### config.mk
export PLATFORM = sky130hd
export DESIGN_NAME = umi_mem_agent
export DESIGN_NICKNAME = d
export VERILOG_FILES = /design/src/rtl/umi_mem_agent.sv
export SDC_FILE = /design/constraint.sdc
export NUM_CORES = 1
export LEC_CHECK = 0
export ABC_AREA = 1
export ABC_CLOCK_PERIOD_IN_PS = 1800
export CAP_MARGIN = 20
export CORE_AREA = 2 2 243 245
export DETAILED_ROUTE_END_ITERATION = 6
export DIE_AREA = 0 0 245 247
export PLACE_DENSITY = 0.43
export SYNTH_ARGS = -nofsm -noshare
export SYNTH_HDL_FRONTEND = slang
export SYNTH_SLANG_ARGS = --single-unit
### constraint.sdc
create_clock -name clk -period 1.8 [get_ports clk]
set_input_delay 0.18 -clock clk [delete_from_list [all_inputs] [get_ports clk]]
set_output_delay 0.18 -clock clk [all_outputs]
set_load 0.02 [all_outputs]
### src/rtl/umi_mem_agent.sv
// Bridges UMI read/write requests onto a single-beat native memory port and
// returns read responses as UMI packets; writes are posted.
module umi_mem_agent #(
  parameter int unsigned TIMEOUT     = 1024,
  parameter logic [7:0]  RESP_OPCODE = 8'h03
) (
  input  logic         clk,
  input  logic         nreset,
  input  logic [255:0] umi_packet_rx,
  input  logic         umi_valid_rx,
  output logic         umi_ready_rx,
  output logic [255:0] umi_packet_tx,
  output logic         umi_valid_tx,
  input  logic         umi_ready_tx,
  output logic         mem_valid,
  input  logic         mem_ready,
  output logic [31:0]  mem_addr,
  output logic [31:0]  mem_wdata,
  output logic [3:0]   mem_wstrb,
  input  logic [31:0]  mem_rdata,
  output logic         err_opcode,
  output logic         err_timeout
);

  localparam int unsigned CntW = (TIMEOUT > 1) ? $clog2(TIMEOUT) : 1;
  localparam logic [CntW-1:0] CntLast = CntW'(TIMEOUT - 1);

  localparam logic [7:0] OpWrite = 8'h01;
  localparam logic [7:0] OpRead  = 8'h02;

  typedef enum logic [1:0] {StIdle, StMem, StResp} state_e;

  state_e          state_q, state_d;
  logic            write_q, write_d;
  logic [63:0]     dst_q, dst_d;
  logic [63:0]     src_q, src_d;
  logic [31:0]     data_q, data_d;
  logic [31:0]     rdata_q, rdata_d;
  logic [CntW-1:0] cnt_q, cnt_d;
  logic            err_opcode_q, err_opcode_d;
  logic            err_timeout_q, err_timeout_d;

  logic [7:0] rx_opcode;
  assign rx_opcode = umi_packet_rx[7:0];

  always_comb begin
    state_d       = state_q;
    write_d       = write_q;
    dst_d         = dst_q;
    src_d         = src_q;
    data_d        = data_q;
    rdata_d       = rdata_q;
    cnt_d         = cnt_q;
    err_opcode_d  = err_opcode_q;
    err_timeout_d = err_timeout_q;
    case (state_q)
      StIdle: begin
        if (umi_valid_rx && umi_ready_rx) begin
          if (rx_opcode == OpWrite || rx_opcode == OpRead) begin
            write_d = (rx_opcode == OpWrite);
            dst_d   = umi_packet_rx[79:16];
            src_d   = umi_packet_rx[143:80];
            data_d  = umi_packet_rx[175:144];
            cnt_d   = '0;
            state_d = StMem;
          end else begin
            err_opcode_d = 1'b1;
          end
        end
      end
      StMem: begin
        // A ready in the last allowed cycle still wins over the abort.
        if (mem_ready) begin
          if (write_q) begin
            state_d = StIdle;
          end else begin
            rdata_d = mem_rdata;
            state_d = StResp;
          end
        end else if (cnt_q == CntLast) begin
          err_timeout_d = 1'b1;
          state_d       = StIdle;
        end else begin
          cnt_d = cnt_q + CntW'(1);
        end
      end
      StResp: begin
        if (umi_ready_tx) state_d = StIdle;
      end
      default: state_d = StIdle;
    endcase
  end

  always_ff @(posedge clk or negedge nreset) begin
    if (!nreset) begin
      state_q       <= StIdle;
      write_q       <= 1'b0;
      dst_q         <= '0;
      src_q         <= '0;
      data_q        <= '0;
      rdata_q       <= '0;
      cnt_q         <= '0;
      err_opcode_q  <= 1'b0;
      err_timeout_q <= 1'b0;
    end else begin
      state_q       <= state_d;
      write_q       <= write_d;
      dst_q         <= dst_d;
      src_q         <= src_d;
      data_q        <= data_d;
      rdata_q       <= rdata_d;
      cnt_q         <= cnt_d;
      err_opcode_q  <= err_opcode_d;
      err_timeout_q <= err_timeout_d;
    end
  end

  // Ready is masked by reset so upstream sees no acceptance while held in reset.
  assign umi_ready_rx = (state_q == StIdle) && nreset;
  assign mem_valid    = (state_q == StMem);
  assign mem_addr     = {dst_q[31:2], 2'b00};
  assign mem_wdata    = data_q;
  assign mem_wstrb    = (mem_valid && write_q) ? 4'hF : 4'h0;
  assign umi_valid_tx = (state_q == StResp);
  assign err_opcode   = err_opcode_q;
  assign err_timeout  = err_timeout_q;

  always_comb begin
    umi_packet_tx = '0;
    if (state_q == StResp) begin
      umi_packet_tx[7:0]     = RESP_OPCODE;
      umi_packet_tx[79:16]   = src_q;
      umi_packet_tx[143:80]  = dst_q;
      umi_packet_tx[175:144] = rdata_q;
    end
  end

endmodule

==> Yosys cells after proc, flatten, opt, wreduce, memory -nomap -nowiden <==
Cells that the tools add are included.
{ "op_classes": {"bitwise": 3, "eq_ne": 11, "mux": 15, "add_sub_neg": 1, "n_reduce_logical": 12} }
{ "ops": {"columns": ["op", "count"], "rows": [
  ["160-bit 2-to-1 mux", 1],
  ["10-bit 2-to-1 mux", 4],
  ["10-bit one-hot mux with 2 select lines", 1],
  ["2-bit 2-to-1 mux", 7],
  ["3-bit AND reduction", 4],
  ["10-bit by 1-bit adder with 10-bit output (second input constant)", 1],
  ["10-bit equality test (second input constant)", 1],
  ["8-bit by 1-bit equality test with 1-bit output (second input constant)", 1],
  ["8-bit by 2-bit equality test with 1-bit output (second input constant)", 1],
  ["2-bit != test (second input constant)", 4],
  ["2-bit one-hot mux with 3 select lines", 1],
  ["5-bit AND reduction", 1],
  ["4-bit 2-to-1 mux", 1],
  ["4-bit AND reduction", 1],
  ["1-bit logical AND", 3],
  ["3-bit by 1-bit != test with 1-bit output (second input constant)", 1],
  ["1-bit inverter", 3],
  ["2-bit by 1-bit equality test with 1-bit output (second input constant)", 1],
  ["2-bit equality test (second input constant)", 1],
  ["2-bit zero test", 1],
  ["2-bit by 1-bit != test with 1-bit output (second input constant)", 1],
  ["2-bit nonzero test", 1],
  ["1-bit logical OR", 1]
]} }
{ "totals": {"elab_cells": 51, "output_inout_bits": 329, "regBits": 207} }

==> Depth between registers and ports, before layout <==
{ "depth": {"depth_word": 5, "mapped_depth": 9} }

==> Worst setup path after synthesis <==
No wires, ideal clock.
{ "synth_timing": {"kind": "register -> output", "startpoint": "reg state_q[0]", "endpoint": "out umi_packet_tx[100]", "t_required_ps": 1620, "t_arrival_ps": 1641, "slack_ps": -21, "stages_incl_launch_ff": 6, "path_cell_list": "dfrtp_1 > nor2_1 > inv_2 > clkbuf_1 > clkbuf_1 > nor2_1"} }
{ "synth_via": {"elab_chain_len": 2} }
{ "synth_lines": {"columns": ["element", "line", "rtl"], "rows": [
  ["start, declared", "33", "state_e state_q, state_d;"],
  ["start signal, assigned", "96", "state_q <= StIdle;"],
  ["start signal, assigned", "106", "state_q <= state_d;"],
  ["2-bit equality test", null, null],
  ["via umi_valid_tx", "13", "output logic umi_valid_tx,"],
  ["160-bit 2-to-1 mux", "130", "if (state_q == StResp) begin"],
  ["end, declared", "12", "output logic [255:0] umi_packet_tx,"]
]} }
The timed path passes the listed nets, and every way through them passes these cells.

==> Worst setup path in the final report <==
{ "layout_timing": {"startpoint": "reg state_q[0]", "endpoint": "out umi_packet_tx[168]"} }
{ "layout_via": {"elab_chain_len": 2} }
{ "layout_lines": {"columns": ["element", "line"], "rows": [
  ["2-bit equality test", "130"],
  ["160-bit 2-to-1 mux", "130"]
]} }
Every way passes these cells.

==> flow_summary_export.csv <==
group,metric,value,unit
status,outcome,"finished with violations",
status,violations,"setup timing",
logic_synthesis,ys_ff_latch,207,
grt,grt_pass1_wl,50200,um
min_path,hold_path.class,"in -> reg",
place,gp_congestion,0.815,
cells_and_area,seqCellArea,5180,sq um
logic_synthesis,synth_warnings,0,
logic_synthesis,synth_compound_gate_area_share,0.100,
sta,grt_setup_unrepaired,"true",
place,placed_area,14900,sq um
logic_synthesis,avgSynthCellArea,8.13,sq um
clock_network,cts_inserted_buffers,28,
power,p_clk_frac,0.473,
cells_and_area,design_area,15600,sq um
routing,wl,33600,um
routing,wl_per_cell,13.6,um
sta,fin_crit,2.06,ns
setup_path,start_kind,"flop",
power,p_leak,8.39,nW
grt,grt_usage,0.106,
sta,fin_tns_setup,-18.32,ns
grt,antenna_found_initial,0,
floorplan,num_rows,89,
clock_network,cts_root_buf,"clkbuf_16",
routing,viasPerCell,3.53,
sta,max-slew-margin-rel,0.401,
logic_synthesis,synth.distinct_cells,22,
routing,first_pass_iters,4,
clock_network,htreeDepth,1,
power,p_switching,0.00295,W
cells_and_area,area_delta_synth_final,53.7,%
setup_path,cp_cell_sequence,"nor2_4, inv_8, buf_4, buf_16, nor2_1, buf_4",
place,dp_hpwl,24700,um
floorplan,boundaryPins,622,
setup_path,slowest_stage,"dfrtp_1",
clock_network,clk_pin_slew_worst_paths,0.06,ns
power,seqPwrFrac,0.414,
setup_path,max_stage_delay,0.41,ns
power,combinationalPowerShare,0.113,
setup_path,crit_family,"buffers and inverters",
sta,period_share,1.15,
cells_and_area,fin_util,0.268,
clock_network,cts_tree,"done",
cells_and_area,fillers,6441,
cells_and_area,drive_above_1_share,0.167,
sta,slew_violations,0,
power,power.density,767,nW/um^2
grt,grt_overflow,0,
sta,setup_ws,-0.264,ns
floorplan,die_w,245,um
logic_synthesis,yosysSeqAreaShare,0.511,
routing,initialDrtViolationCount,317,
routing,ant_nets,0,
cells_and_area,finalNetCount,1965,
logic_synthesis,synthSimpleGateAreaFrac,0.166,
place,port-buffer-count,437,
logic_synthesis,synth_top_family_by_area,"buffers and inverters",
sta,tightestPinTransition,0.899,ns
setup_path,required,1.62,ns
power,internal_power,0.00901,W
setup_path,cp_num_buf_inv,4,
setup_path,cp_max_fo,25,
logic_synthesis,muxShareOfSynthArea,0,
floorplan,fp.dieH,247,um
grt,grt_pass1_vias,8486,
setup_path,worst_path_most_repeated_cell,"buf_4",
floorplan,die_area,60500,sq um
grt,grt_max_degree,111,
floorplan,core,58200,sq um
logic_synthesis,syn_inst,1247,
cells_and_area,multiInputGateArea,3130,sq um
sta,hold_violations,0,
setup_path,critical_path_class,"reg -> out",
setup_path,crit_arrival,1.88,ns
sta,fin_skew,0.0215,ns
clock_network,clock_path_buffers,3,
logic_synthesis,synth_xor_area_frac,0.000864,
floorplan,start_util,0.174,
logic_synthesis,netlist_area,10100,sq um
cells_and_area,antennaDiodeCount,0,
clock_network,clock_sinks,207,
setup_path,end_kind,"output port",
routing,drcViolationCount,0,
sta,finalSetupViolCount,161,
run,cap_violations,0,
routing,vias,8687,
power,peakVddDrop,0.000594,V
logic_synthesis,yosys.area_share.adder,0.00123,
sta,fmax,0.485,GHz
power,switching_share,0.246,
clock_network,insertion_delay,0.55,ns
-- per-layer routing --
layer	up-vias	share of wire	track usage
met5	-	0	0
met4	0	0.018	0.0201
li1	4352	-	-
met1	4039	0.43	0.134
met3	36	0.076	0.0333
met2	260	0.48	0.177
-- Yosys cell counts --
| cell | count | area [sq um] |
|---|---|---|
| dfrtp_1 | 207 | 5180 |
| or2_0 | 1 | 6.26 |
| nor2_1 | 345 | 1290 |
| buf_6 | 31 | 349 |
| o31ai_1 | 1 | 7.51 |
| o21ai_1 | 3 | 15.0 |
| conb_1 | 1 | 3.75 |
| clkbuf_1 | 23 | 86.3 |
| nor2_4 | 1 | 11.3 |
| nand2_1 | 74 | 278 |
| inv_2 | 2 | 7.51 |
| nand3_1 | 15 | 75.1 |
| o21a_1 | 1 | 7.51 |
| buf_4 | 133 | 998 |
| a21o_1 | 1 | 7.51 |
| nand3_4 | 1 | 17.5 |
| buf_2 | 6 | 30.0 |
| xor2_1 | 1 | 8.76 |
| ha_1 | 1 | 12.5 |
| a21oi_1 | 164 | 821 |
| inv_1 | 203 | 762 |
| o21ai_0 | 32 | 160 |
-- cell families after synthesis --
| kind of cell | count (synthesis) |
|---|---|
| AO/OA/AOI/OAI | 202 |
| XOR/XNOR | 1 |
| adder cells (fa/ha/maj) | 1 |
| buffers and inverters | 398 |
| flip-flops | 207 |
| other | 1 |
| AND/OR/NAND/NOR | 437 |
-- state kept, by name, indices dropped and copies added, names as in the netlist --
name and count:
state_q 2, write_q 1, src_q 64, err_opcode 1, cnt_q 10, err_timeout 1, mem_wdata 32, dst_q 64
rdata_q 32
-- what timing repair did --
action | 4_1_cts | 5_1_grt
endpoints found under the setup margin | 173 | 314
hold endpoints to repair | 174 | 0
resized for setup | 526 | 285
cloned | 1 | 0
hold buffers | 1 | 0
buffers inserted | 1 | 1
-- power groups by stage --
stage	clock, W	combinational [W]	sequential [W]
floorplan	0	0.000703	0.00506
global route	0.00610	0.00149	0.00497
global placement	0	0.00137	0.00503
detailed placement	0	0.00138	0.00503
finish	0.00565	0.00136	0.00495
CTS	0.00593	0.00138	0.00495
-- area by class of cell --
| cell class | instances | share of cell area |
|---|---|---|
| clock inverters | 6 | 0.00530 |
| flip-flops and latches | 207 | 0.332 |
| multi-input cells | 737 | 0.201 |
| well taps | 773 | 0.0621 |
| clock buffers | 43 | 0.0544 |
| repair buffers | 492 | 0.295 |
| inverters | 205 | 0.0499 |
-- stage by stage --
step / cells / hold slack [ns] / worst slack [ns] / total power [W]
finish: 2463 / 0.169 / -0.264 / 0.0120
global route: 2463 / 0.151 / -0.392 / 0.0126
CTS: 2462 / 0.122 / -0.361 / 0.0123
detailed placement: 2410 / 0.387 / -0.161 / 0.00641
global placement: 2410 / 0.376 / -0.152 / 0.00639
floorplan: 1342 / -0.116 / 0.128 / 0.00576
-- worst paths after layout --
path | startpoint | to | slack (ns) | depth (start not counted)
worst max register to register | state_q[0] | src_q[44] | -0.02 | 10
worst min register to register | err_opcode | err_opcode | 0.46 | 1
min in group asynchronous | nreset | dst_q[34] | 0.42 | 3
worst min-delay path | umi_packet_rx[174] | mem_wdata[30] | 0.17 | 3
max in group asynchronous | nreset | dst_q[27] | 0.47 | 4
worst max-delay path | state_q[0] | umi_packet_tx[168] | -0.26 | 6
-- worst min-delay path, stage by stage --
cell	delay, ns
clkdlybuf4s50_1	0.39
inv_1	0.05
o21ai_1	0.06
-- placed cells by master (no fill, tap or decap), drive strengths merged --
cell type      netlist  routed
a21o                 1       1
a21oi              164     164
buf                170     206
bufinv               0       2
clkbuf              23      49
clkdlybuf4s15        0      10
clkdlybuf4s50        0     265
clkinv               0       3
clkinvlp             0       1
conb                 1      96
dfrtp              207     207
dlygate4sd2          0       1
dlygate4sd3          0       1
dlymetal6s2s         0       3
ha                   1       1
inv                205     205
nand2               74      74
nand3               16      16
nor2               346     346
o21a                 1       1
o21ai               35      35
o31ai                1       1
or2                  1       1
xor2                 1       1
Note: power is estimated with default switching activity, not from simulation.
